===== src/rtl/aes_wb_arbiter.sv =====
// aes_wb_arbiter: round-robin two-master Wishbone arbiter for the AES slave.
// Grant is held for the owner's whole cyc.
// Optional watchdog that terminates stalled accesses: define AES_WB_ARB_TIMEOUT_EN.
//
// state  | meaning
// IDLE   | no owner, slave bus driven to zero
// GRANT0 | master 0 (management core) owns the slave
// GRANT1 | master 1 (LA bridge) owns the slave
module aes_wb_arbiter #(
  parameter int ADDR_W         = 25,
  parameter int DATA_W         = 32,
  parameter int TIMEOUT_CYCLES = 255
) (
  input  logic              clk,
  input  logic              rst_n,
  input  logic              m0_cyc,
  input  logic              m0_stb,
  input  logic              m0_we,
  input  logic [DATA_W/8-1:0] m0_sel,
  input  logic [ADDR_W-1:0] m0_adr,
  input  logic [DATA_W-1:0] m0_dat_w,
  output logic              m0_ack,
  output logic [DATA_W-1:0] m0_dat_r,
  input  logic              m1_cyc,
  input  logic              m1_stb,
  input  logic              m1_we,
  input  logic [DATA_W/8-1:0] m1_sel,
  input  logic [ADDR_W-1:0] m1_adr,
  input  logic [DATA_W-1:0] m1_dat_w,
  output logic              m1_ack,
  output logic [DATA_W-1:0] m1_dat_r,
  output logic              s_cyc,
  output logic              s_stb,
  output logic              s_we,
  output logic [DATA_W/8-1:0] s_sel,
  output logic [ADDR_W-1:0] s_adr,
  output logic [DATA_W-1:0] s_dat_w,
  input  logic              s_ack,
  input  logic [DATA_W-1:0] s_dat_r,
  output logic [1:0]        grant,
  output logic              timeout_o
);

  typedef enum logic [1:0] {IDLE = 2'd0, GRANT0 = 2'd1, GRANT1 = 2'd2} state_t;

  state_t state, state_next;
  logic   last, last_next;
  logic   req0, req1;
  logic   wd_fire;

  if (TIMEOUT_CYCLES < 1 || TIMEOUT_CYCLES > 65535) begin : g_bad_timeout
    $error("aes_wb_arbiter: TIMEOUT_CYCLES out of range 1..65535");
  end

  assign req0 = m0_cyc & m0_stb;
  assign req1 = m1_cyc & m1_stb;

  // State register and round-robin pointer; last=1 lets m0 win the first tie.
  always_ff @(posedge clk or negedge rst_n) begin
    if (!rst_n) begin
      state <= IDLE;
      last  <= 1'b1;
    end else begin
      state <= state_next;
      last  <= last_next;
    end
  end

  // Next-state: arbitrate in IDLE, hold the owner until its cyc drops.
  always_comb begin
    state_next = state;
    last_next  = last;
    case (state)
      IDLE: begin
        if (req0 && req1) state_next = last ? GRANT0 : GRANT1;
        else if (req0)    state_next = GRANT0;
        else if (req1)    state_next = GRANT1;
      end
      GRANT0: if (!m0_cyc) begin
        state_next = IDLE;
        last_next  = 1'b0;
      end
      GRANT1: if (!m1_cyc) begin
        state_next = IDLE;
        last_next  = 1'b1;
      end
      default: state_next = IDLE;
    endcase
  end

  assign grant = {state == GRANT1, state == GRANT0};

`ifdef AES_WB_ARB_TIMEOUT_EN
  localparam int TW = $clog2(TIMEOUT_CYCLES + 1);
  localparam logic [TW-1:0] TO_VAL = TW'(TIMEOUT_CYCLES);
  logic [TW-1:0] wd_cnt;
  logic          own_stb;

  assign own_stb = (state == GRANT0) ? m0_stb : (state == GRANT1) ? m1_stb : 1'b0;
  assign wd_fire = (state != IDLE) && (wd_cnt == TO_VAL);

  // Watchdog: count owner strobe cycles without ack; clear on ack, idle or firing.
  always_ff @(posedge clk or negedge rst_n) begin
    if (!rst_n)                                   wd_cnt <= '0;
    else if (state == IDLE || s_ack || wd_fire)   wd_cnt <= '0;
    else if (own_stb)                             wd_cnt <= wd_cnt + 1'b1;
  end
`else
  assign wd_fire = 1'b0;
`endif

  assign timeout_o = wd_fire;

  // Bus mux: route the owner to the slave, everything zero when idle.
  always_comb begin
    s_cyc    = 1'b0;
    s_stb    = 1'b0;
    s_we     = 1'b0;
    s_sel    = '0;
    s_adr    = '0;
    s_dat_w  = '0;
    m0_ack   = 1'b0;
    m0_dat_r = '0;
    m1_ack   = 1'b0;
    m1_dat_r = '0;
    case (state)
      GRANT0: begin
        s_cyc    = m0_cyc;
        s_stb    = m0_stb & ~wd_fire;
        s_we     = m0_we;
        s_sel    = m0_sel;
        s_adr    = m0_adr;
        s_dat_w  = m0_dat_w;
        m0_ack   = s_ack | wd_fire;
        m0_dat_r = wd_fire ? DATA_W'(32'hDEAD_BEEF) : s_dat_r;
      end
      GRANT1: begin
        s_cyc    = m1_cyc;
        s_stb    = m1_stb & ~wd_fire;
        s_we     = m1_we;
        s_sel    = m1_sel;
        s_adr    = m1_adr;
        s_dat_w  = m1_dat_w;
        m1_ack   = s_ack | wd_fire;
        m1_dat_r = wd_fire ? DATA_W'(32'hDEAD_BEEF) : s_dat_r;
      end
      default: ;
    endcase
  end

endmodule


===== config.mk =====
export PLATFORM = sky130hd
export DESIGN_NAME = aes_wb_arbiter
export DESIGN_NICKNAME = d
export VERILOG_FILES = /design/src/rtl/aes_wb_arbiter.sv
export SDC_FILE = /design/constraint.sdc
export NUM_CORES = 1
export LEC_CHECK = 0
export CAP_MARGIN = 25
export CORE_AREA = 10 10 107 109
export DETAILED_ROUTE_END_ITERATION = 7
export DIE_AREA = 0 0 117 119
export MAX_ROUTING_LAYER = met4
export PLACE_DENSITY = 0.71
export SLEW_MARGIN = 20
export SYNTH_ARGS = -nofsm -noshare
export SYNTH_HDL_FRONTEND = slang
export SYNTH_SLANG_ARGS = --single-unit

===== constraint.sdc =====
create_clock -name clk -period 2.1 [get_ports clk]
set_input_delay 0.315 -clock clk [delete_from_list [all_inputs] [get_ports clk]]
set_output_delay 0.315 -clock clk [all_outputs]
set_load 0.02 [all_outputs]

==> After elaboration in Yosys (flattened, before gate mapping) <==
Cells that the tools add are included.
{ "op_classes": {"eq_ne": 5, "n_reduce_logical": 5, "n_bitwise": 2, "n_mux": 20} }
{ "ops": {"columns": ["cell", "count"], "rows": [
  ["$mux W32", 2],
  ["$pmux W32 S2", 1],
  ["$pmux W25 S2", 1],
  ["$mux W2", 6],
  ["$pmux W1 S2", 4],
  ["$pmux W4 S2", 1],
  ["$pmux W2 S3", 1],
  ["$reduce_and A3 Y1", 2],
  ["$mux W1", 4],
  ["$ne A2 B2 Y1 const B", 2],
  ["$ne A4 B4 Y1 const B", 1],
  ["$and A1 B1 Y1", 2],
  ["$eq A2 B1 Y1 const B", 1],
  ["$eq A2 B2 Y1 const B", 1],
  ["$logic_not A2 Y1", 1],
  ["$reduce_bool A2 Y1", 1],
  ["$logic_and A1 B1 Y1", 1]
]} }
{ "word_totals": {"register_bits": 3, "in_bits": 163, "output_inout_bits": 133} }

==> Depth between registers and ports, before layout <==
Gate-level depths: netlist (run 1).
{ "depth": {"depth_word": 5, "depth_mapped": 6, "depth_no_buf": 5} }

==> Worst setup path after synthesis (run 1) <==
No wires, ideal clock.
{ "synth_timing": {"path_kind": "flip-flop to output port", "from": "reg state[1]", "to": "out s_adr[10]", "arrival_ps": 1558, "slack_ps": 227, "path_stages_with_launch": 7, "required_time_ps": 1785, "path_cell_list": "dfrtp_1 -> inv_1 -> ha_1 -> buf_6 -> clkbuf_1 -> a22oi_1 -> nor2b_1"} }
{ "synth_via": {"elab_chain_cells": 2, "word_cells_on_any_way": 3} }
{ "synth_lines": {"columns": ["item", "line", "source"], "rows": [
  ["start, declared", "46", "state_t state, state_next;"],
  ["start signal, assigned", "64", "state <= state_next;"],
  ["$eq A2 B1 Y1", null, null],
  ["named net grant[0]", "40", "output logic [1:0] grant,"],
  ["$pmux W25 S2", "126", "case (state)"],
  ["end, declared", "36", "output logic [ADDR_W-1:0] s_adr,"]
]} }
The timed path passes the listed nets, and every way through them passes these cells.

==> Worst setup path after layout (run 1) <==
{ "layout_timing": {"from": "reg state[1]", "to": "out s_cyc"} }
{ "layout_via": {"elab_chain_cells": 2, "word_cells_on_any_way": 3} }
{ "layout_lines": {"columns": ["item", "line", "source"], "rows": [
  ["$eq A2 B2 Y1 or $eq A2 B1 Y1 (tied branches)", "126", null],
  ["$pmux W1 S2 *", "126", null],
  ["end, declared", "32", "output logic s_cyc,"]
]} }
Every way passes the cells marked *; elsewhere a longest branch is shown, timed or not.

==> metrics, run 1 <==
MaxCap Viol Count=0; postcts setup bufs=0; area of the core=9460 µm²; area of the multi-input gates=1450 µm²; Worst path slowest cell=dfrtp_1; type of destination of the critical path=primary output; Pins Over Slew Limit=0; sw frac=0.529; number of port buffers=294; Total Nets Final=698; Gate power share=0.939; PwrDens=1030 nW/µm²; syn_nets=411; Final setup violation count=0; post-synth cell types=20; dpl cell area=4780 µm²; Synth Cell Area=1660 µm²; crit path DAT=1.72 ns; critical path cell sequence=inv_2 > ha_2 > buf_12 > nor2b_1 > clkdlybuf4s15_1; Register Area=76.3 µm²; FF+latch count, synth=3; 1st-iter DRT viols=127; initial antenna violation count=2; sw power=0.00245 W; Leak=2.04 nW; Die Area=13900 µm²; Clock power frac=0.036; min Tclk post-route=2.03 ns; Synthesis Warnings=0; Via density=4.54; htree depth=1; CP Data Required Time=1.78 ns; Worst Setup Start Kind=flop; Critical path buffers and inverters=3; GRT Overall Usage=0.173; crit-path max FO=30; Synth area leaders=a22oi_1, and2_1, nor2b_1; fmax=0.492 GHz; Fillers=984; Hold Violations, Final=0; post-synthesis cell count=245; Sink Count=3; slowest stage delay, CP=0.39 ns; outcome=finished, final reports clean; Initial Util=0.175; DIE HEIGHT=119 µm; sequential-to-total area share from yosys stat=0.0460; first-pass GRT wire length=18400 µm; TritonCTS buffer count=3; HPWL Detailed=11500 µm; CTS tree=built; vias in the first global route=3123; overflow left after global routing=0; Avg Cell Area, Syn=6.77 µm²; drt drc=0; Design Area, Final=4480 µm²; Worst VDD drop=0.404 mV; RSZ-0062 raised after global routing=no; top-area cell type share of the netlist area=0.285; Final Skew=0.00157 ns; via count=2939; Internal Pwr Total=0.00218 W; clock buffer depth=2; die width=117 µm; Ports=296; fraction of layout cells with a size suffix above 1=0.200; Synth area leader=a22oi_1; setup TNS=0 ns; final WL=13300 µm; critical path class=flop to primary output; antenna-violating nets left=0; per-cell routed wire length=20.6 µm; 1st-pass router iterations=4; fin crit share=0.967; Sequential Power Share=0.025; Worst Hold Class=input port to async pin; insertion delay to the later sink of the worst-skew pair=0.21 ns; pin count of the biggest net entering global routing=46; CTS clk-pin slew, worst paths=0.03 ns; row count=36; area added between synthesis and finish=170%; Clk Tree Root Cell=clkbuf_8; CP delay by family, top=buffers and inverters; Placer Congestion=0.862
==> cell usage after synthesis <==
| cell | n |
|---|---|
| buf_4 | 2 |
| a22o_1 | 1 |
| inv_1 | 2 |
| dfrtp_1 | 2 |
| nand2_1 | 3 |
| buf_6 | 1 |
| dfstp_2 | 1 |
| a21boi_0 | 2 |
| buf_2 | 21 |
| o32ai_1 | 2 |
| a22oi_1 | 63 |
| ha_1 | 3 |
| clkbuf_1 | 7 |
| a22oi_4 | 1 |
| and3_1 | 1 |
| nor2_1 | 1 |
| nor2b_1 | 64 |
| conb_1 | 1 |
| and2_1 | 66 |
| nand2_2 | 1 |
==> metrics by stage <==
stage           util  power (W)  setup slack, ns  std cells  hold slack (ns)
2_1_floorplan      -    0.00264            0.227        245           0.0194
3_3_place_gp   0.506    0.00485          -0.0533        640            0.507
3_5_place_dp   0.506    0.00493          -0.0687        640            0.513
4_1_cts        0.496    0.00468          0.00212        644            0.285
5_1_grt        0.474    0.00496          0.00764        647            0.294
6_report       0.474    0.00463           0.0691        647            0.290
==> kinds of logic after synthesis <==
| family | Yosys count | share of synthesized area |
|---|---|---|
| simple gates | 136 | 0.507 |
| compound gates | 69 | 0.323 |
| buf+inv | 33 | 0.0995 |
| fa+ha+maj | 3 | 0.0226 |
| flops | 3 | 0.0460 |
| other cells | 1 | 0.00226 |
==> timing repair <==
action                     in CTS  in global routing
setup endpoints to repair     126                 77
pin swaps                       0                  0
gates resized for setup       136                135
gates cloned                    0                  1
hold buffers                    0                  0
==> power groups by stage <==
stage	Sequential (W)	Clock, W	Combinational [W]
after global placement	0.000109	0	0.00474
after floorplan	0.000105	0	0.00253
after detailed placement	0.000109	0	0.00483
after global routing	0.000118	0.000177	0.00466
after CTS	0.000110	0.000171	0.00440
final	0.000116	0.000166	0.00435
==> final cells by class <==
type	instances	share of cell area
flip-flops and latches	3	0.0170
diodes	2	0.00112
clock buffers	4	0.0100
well taps	114	0.0318
repair buffers	313	0.615
inverters	2	0.00167
multi-input cells	209	0.323
==> cell usage in the layout (no fill, tap or decap) <==
cell type,count
ha_4,2
a22oi_1,62
clkbuf_16,1
clkbuf_1,1
dfrtp_1,2
clkdlybuf4s15_2,1
buf_4,18
nor2b_1,64
inv_1,1
conb_1,1
clkbuf_8,3
nand2_2,1
o32ai_1,2
diode_2,2
clkdlybuf4s50_1,162
ha_2,1
dlygate4sd2_1,54
and2_1,66
buf_12,6
a22o_1,1
dfstp_2,1
a21boi_0,2
buf_6,1
a22oi_4,1
and3_1,1
clkbuf_2,68
a22oi_2,1
clkdlybuf4s15_1,2
inv_2,1
nand2_1,3
nor2_1,1
==> flip-flops by register name, indices dropped and copies added, names as in the netlist <==
name   flops
state      2
last       1
==> routing by layer <==
metal | wire, µm | vias up | GRT usage
met4 | 171 | 0 | 0.0325
met5 | 0 | - | -
met1 | 4970 | 1324 | 0.180
met2 | 6710 | 184 | 0.309
met3 | 1450 | 10 | 0.0602
li1 | - | 1421 | -
==> worst paths after layout <==
path | start | end | slack, ns | depth (start not counted)
max in group asynchronous | rst_n | last | 1.59 | 1
setup / recovery | state[1] | s_cyc | 0.07 | 5
hold / removal | rst_n | state[0] | 0.29 | 1
setup reg to reg | state[0] | state[1] | 0.46 | 7
min in group clk | last | last | 0.58 | 1
hold reg to reg | last | last | 0.58 | 1
No activity file was read; power rests on OpenSTA's default activity.
==> run 2, diff against run 1 <==
- CTS_CLUSTER_SIZE: not set -> 14
==> results of run 2 <==
The final DEF is identical to that of run 1; final timing and power are the same.
==> run 3, diff against run 2 <==
- ABC_AREA: not set -> 1
- CORE_AREA: 10 10 107 109 -> 10 10 105 107
- DIE_AREA: 0 0 117 119 -> 0 0 115 117
- PLACE_DENSITY: 0.71 -> 0.75
- SKIP_LAST_GASP: not set -> 1
==> metrics, run 3 <==
Via density=4.35 (-4.3%); Clk Tree Root Cell=clkbuf_8; area added between synthesis and finish=155%; row count=35 (-2.8%); worst r2r dst=state[0]; antenna-violating nets left=0 (unchanged); ys async rst share=1.00 (unchanged); top_reg_cell synth=dfrtp_1; Synth Cell Area=1780 µm² (+7.0%); Initial Util=0.197 (+0.0214); final WL=13000 µm (-2.2%); top-area cell type share of the netlist area=0.433 (+0.148); CTS Hold Bufs=0 (unchanged); TritonCTS buffer count=3 (unchanged); post-synthesis cell count=384 (+57%); outcome=finished, final reports clean; Sink Count=3 (unchanged); max FFs per register=2 (unchanged); HPWL Detailed=11000 µm (-4.9%); Finished Layout Cells=775 (+20%); pre-CTS setup slack=-0.0831 ns (-0.0144 ns); GRT Overall Usage=0.171 (-0.00243); fin crit share=0.962 (-0.00525); critical path class=flop to primary output; Leak=2.77 nW (+35%); number of port buffers=294 (unchanged); Worst Hold Class=input port to async pin; Worst path slowest cell=dfrtp_1; dpl cells=769 (+20%); Critical path buffers and inverters=5 (+2); fraction of layout cells with a size suffix above 1=0.136 (-0.0641); insertion delay to the later sink of the worst-skew pair=0.22 ns (about the same); Ant. Diodes=0 (-2); Post-synth top cells=nand2_1, inv_1, a21oi_1; area of the core=9020 µm² (-4.6%); DIE HEIGHT=117 µm (-1.7%); Most flops, register=state; critical path cell sequence=inv_1 > ha_4 > buf_6 > buf_12 > nand2_1 > inv_1 > clkdlybuf4s15_1; overflow left after global routing=0 (unchanged); type of destination of the critical path=primary output; min Tclk post-route=2.02 ns (-0.0110 ns); CTS clk-pin slew, worst paths=0.03 ns (about the same); Synthesis Warnings=0 (unchanged); cell with the most instances after synthesis=nand2_1; Placer Congestion=0.843 (-2.2%); 1st-pass router iterations=4 (unchanged); first-pass GRT wire length=17900 µm (-2.5%); CP Data Required Time=1.78 ns (about the same); final worst slack=0.0802 ns (+0.0110 ns); pin count of the biggest net entering global routing=53 (+15%); Avg Cell Area, Syn=4.62 µm² (-32%); slowest stage delay, CP=0.41 ns (+0.02 ns); CP endpoint=m1_dat_r[22]; largest registers=state: 2 flops, last: 1 flops; crit path DAT=1.70 ns (-0.02 ns); Total Nets Final=831 (+19%); Synth area leaders=nand2_1, a21oi_1, inv_1; 1st-iter DRT viols=203 (+60%); fmax=0.495 GHz (+0.55%); Fillers=987 (+0.30%); via count=3369 (+15%); Crit path top cell by count=inv_1; PwrDens=1100 nW/µm² (+6.2%); Pins Over Slew Limit=0 (unchanged); FF+latch count, synth=3 (unchanged); Hold Violations, Final=0 (unchanged); sequential-to-total area share from yosys stat=0.0430 (-0.00301); Post-synth EDFFs=0 (unchanged); die width=115 µm (-1.7%); Final Skew=0.00412 ns (+0.00255 ns); drt drc=0 (unchanged); htree depth=1 (unchanged); vias in the first global route=3360 (+7.6%); Die Area=13500 µm² (-3.4%); commonest cells after routing, fill and taps aside=nand2_1, clkdlybuf4s50_1, inv_1; Ports=296 (unchanged); post-synth cell types=16 (-20%); reg2reg setup slack=0.56 ns (+0.10 ns); Worst VDD drop=0.597 mV (+48%); Design Area, Final=4530 µm² (+0.98%); FF-to-FF path depth=10 (+3); Min Hold Slack=0.294 ns (+0.00414 ns); syn_nets=550 (+34%); CTS tree=built; Synth area leader=nand2_1; Critical R2R Launch=state[0]; dpl cell area=4770 µm² (-0.39%); clock buffer depth=2 (unchanged); per-cell routed wire length=16.8 µm (-18%); CP startpoint=state[0]; crit-path max FO=19 (-37%); Worst Setup Start Kind=flop; Final setup violation count=0 (unchanged); most common library cell in the layout ignoring fill and taps=nand2_1; RSZ-0062 raised after global routing=no; cell count along the critical path=7 (+2); CP delay by family, top=buffers and inverters; MaxCap Viol Count=0 (unchanged); initial antenna violation count=0 (-2); setup TNS=0 ns (unchanged)
-- run 3: cell types whose count changed after synthesis, sizes merged, moves of 2 or more --
| cell | previous run | this run |
|---|---|---|
| a21boi | 2 | 0 |
| nand3 | 0 | 3 |
| and2 | 66 | 0 |
| nand2 | 4 | 206 |
| a22oi | 64 | 0 |
| clkbuf | 7 | 0 |
| a21oi | 0 | 63 |
| nor2b | 64 | 0 |
| o32ai | 2 | 0 |
| o21ai | 0 | 2 |
| buf | 24 | 30 |
| inv | 2 | 72 |
-- run 3: cell families (layout without fill, tap and decap cells) --
kind of cell | Yosys count | count (layout) | synth area share
compound gates | 65 | 65 | 0.185
fa+ha+maj | 3 | 3 | 0.0211
buf+inv | 102 | 382 | 0.298
flops | 3 | 3 | 0.0430
other cells | 1 | 1 | 0.00211
simple gates | 210 | 210 | 0.450
-- run 3: power by group --
part           switching [W]  internal (W)
sequential         0.0000252     0.0000865
combinational        0.00292       0.00177
clock              0.0000394      0.000130
-- run 3: area by class of cell --
cell class / instances / area, µm² / area share
Timing Repair Buffer: 306 / 2800 / 0.618
Multi-Input combinational cell: 279 / 1190 / 0.264
Inverter: 72 / 273 / 0.0602
Tap cell: 111 / 139 / 0.0307
Sequential cell: 3 / 76.3 / 0.0169
Clock buffer: 4 / 45.0 / 0.00995
-- run 3: per-stage QoR --
| stage | utilization | total power [W] |
|---|---|---|
| final | 0.502 | 0.00497 |
| after global placement | 0.528 | 0.00516 |
| after CTS | 0.519 | 0.00492 |
| after global routing | 0.502 | 0.00539 |
| after floorplan | - | 0.00292 |
| after detailed placement | 0.528 | 0.00522 |
-- run 3: worst min path at each step --
stage,slack (ns),from,cells after the start,to
CTS,0.29,rst_n,1,state[0]
global route,0.30,rst_n,1,state[0]
detailed placement,0.47,last,2,last
global placement,0.46,last,2,last
finish,0.29,rst_n,1,state[0]
floorplan,0.02,rst_n,0,state[0]
-- run 3: timing repair --
| action | 4_1_cts | 5_1_grt |
|---|---|---|
| endpoints found under the hold margin | 0 | 0 |
| gates cloned | 0 | 2 |
| setup endpoints to repair | 132 | 85 |
| buffers inserted | 0 | 0 |
| gates resized for setup | 127 | 149 |
-- run 3: per-layer routing --
metal | global-route usage | vias to the layer above | wire length, µm
met2 | 0.322 | 194 | 6900
met1 | 0.177 | 1478 | 4820
met4 | 0.0281 | 0 | 123
li1 | - | 1687 | -
met5 | - | - | 0
met3 | 0.0438 | 10 | 1160
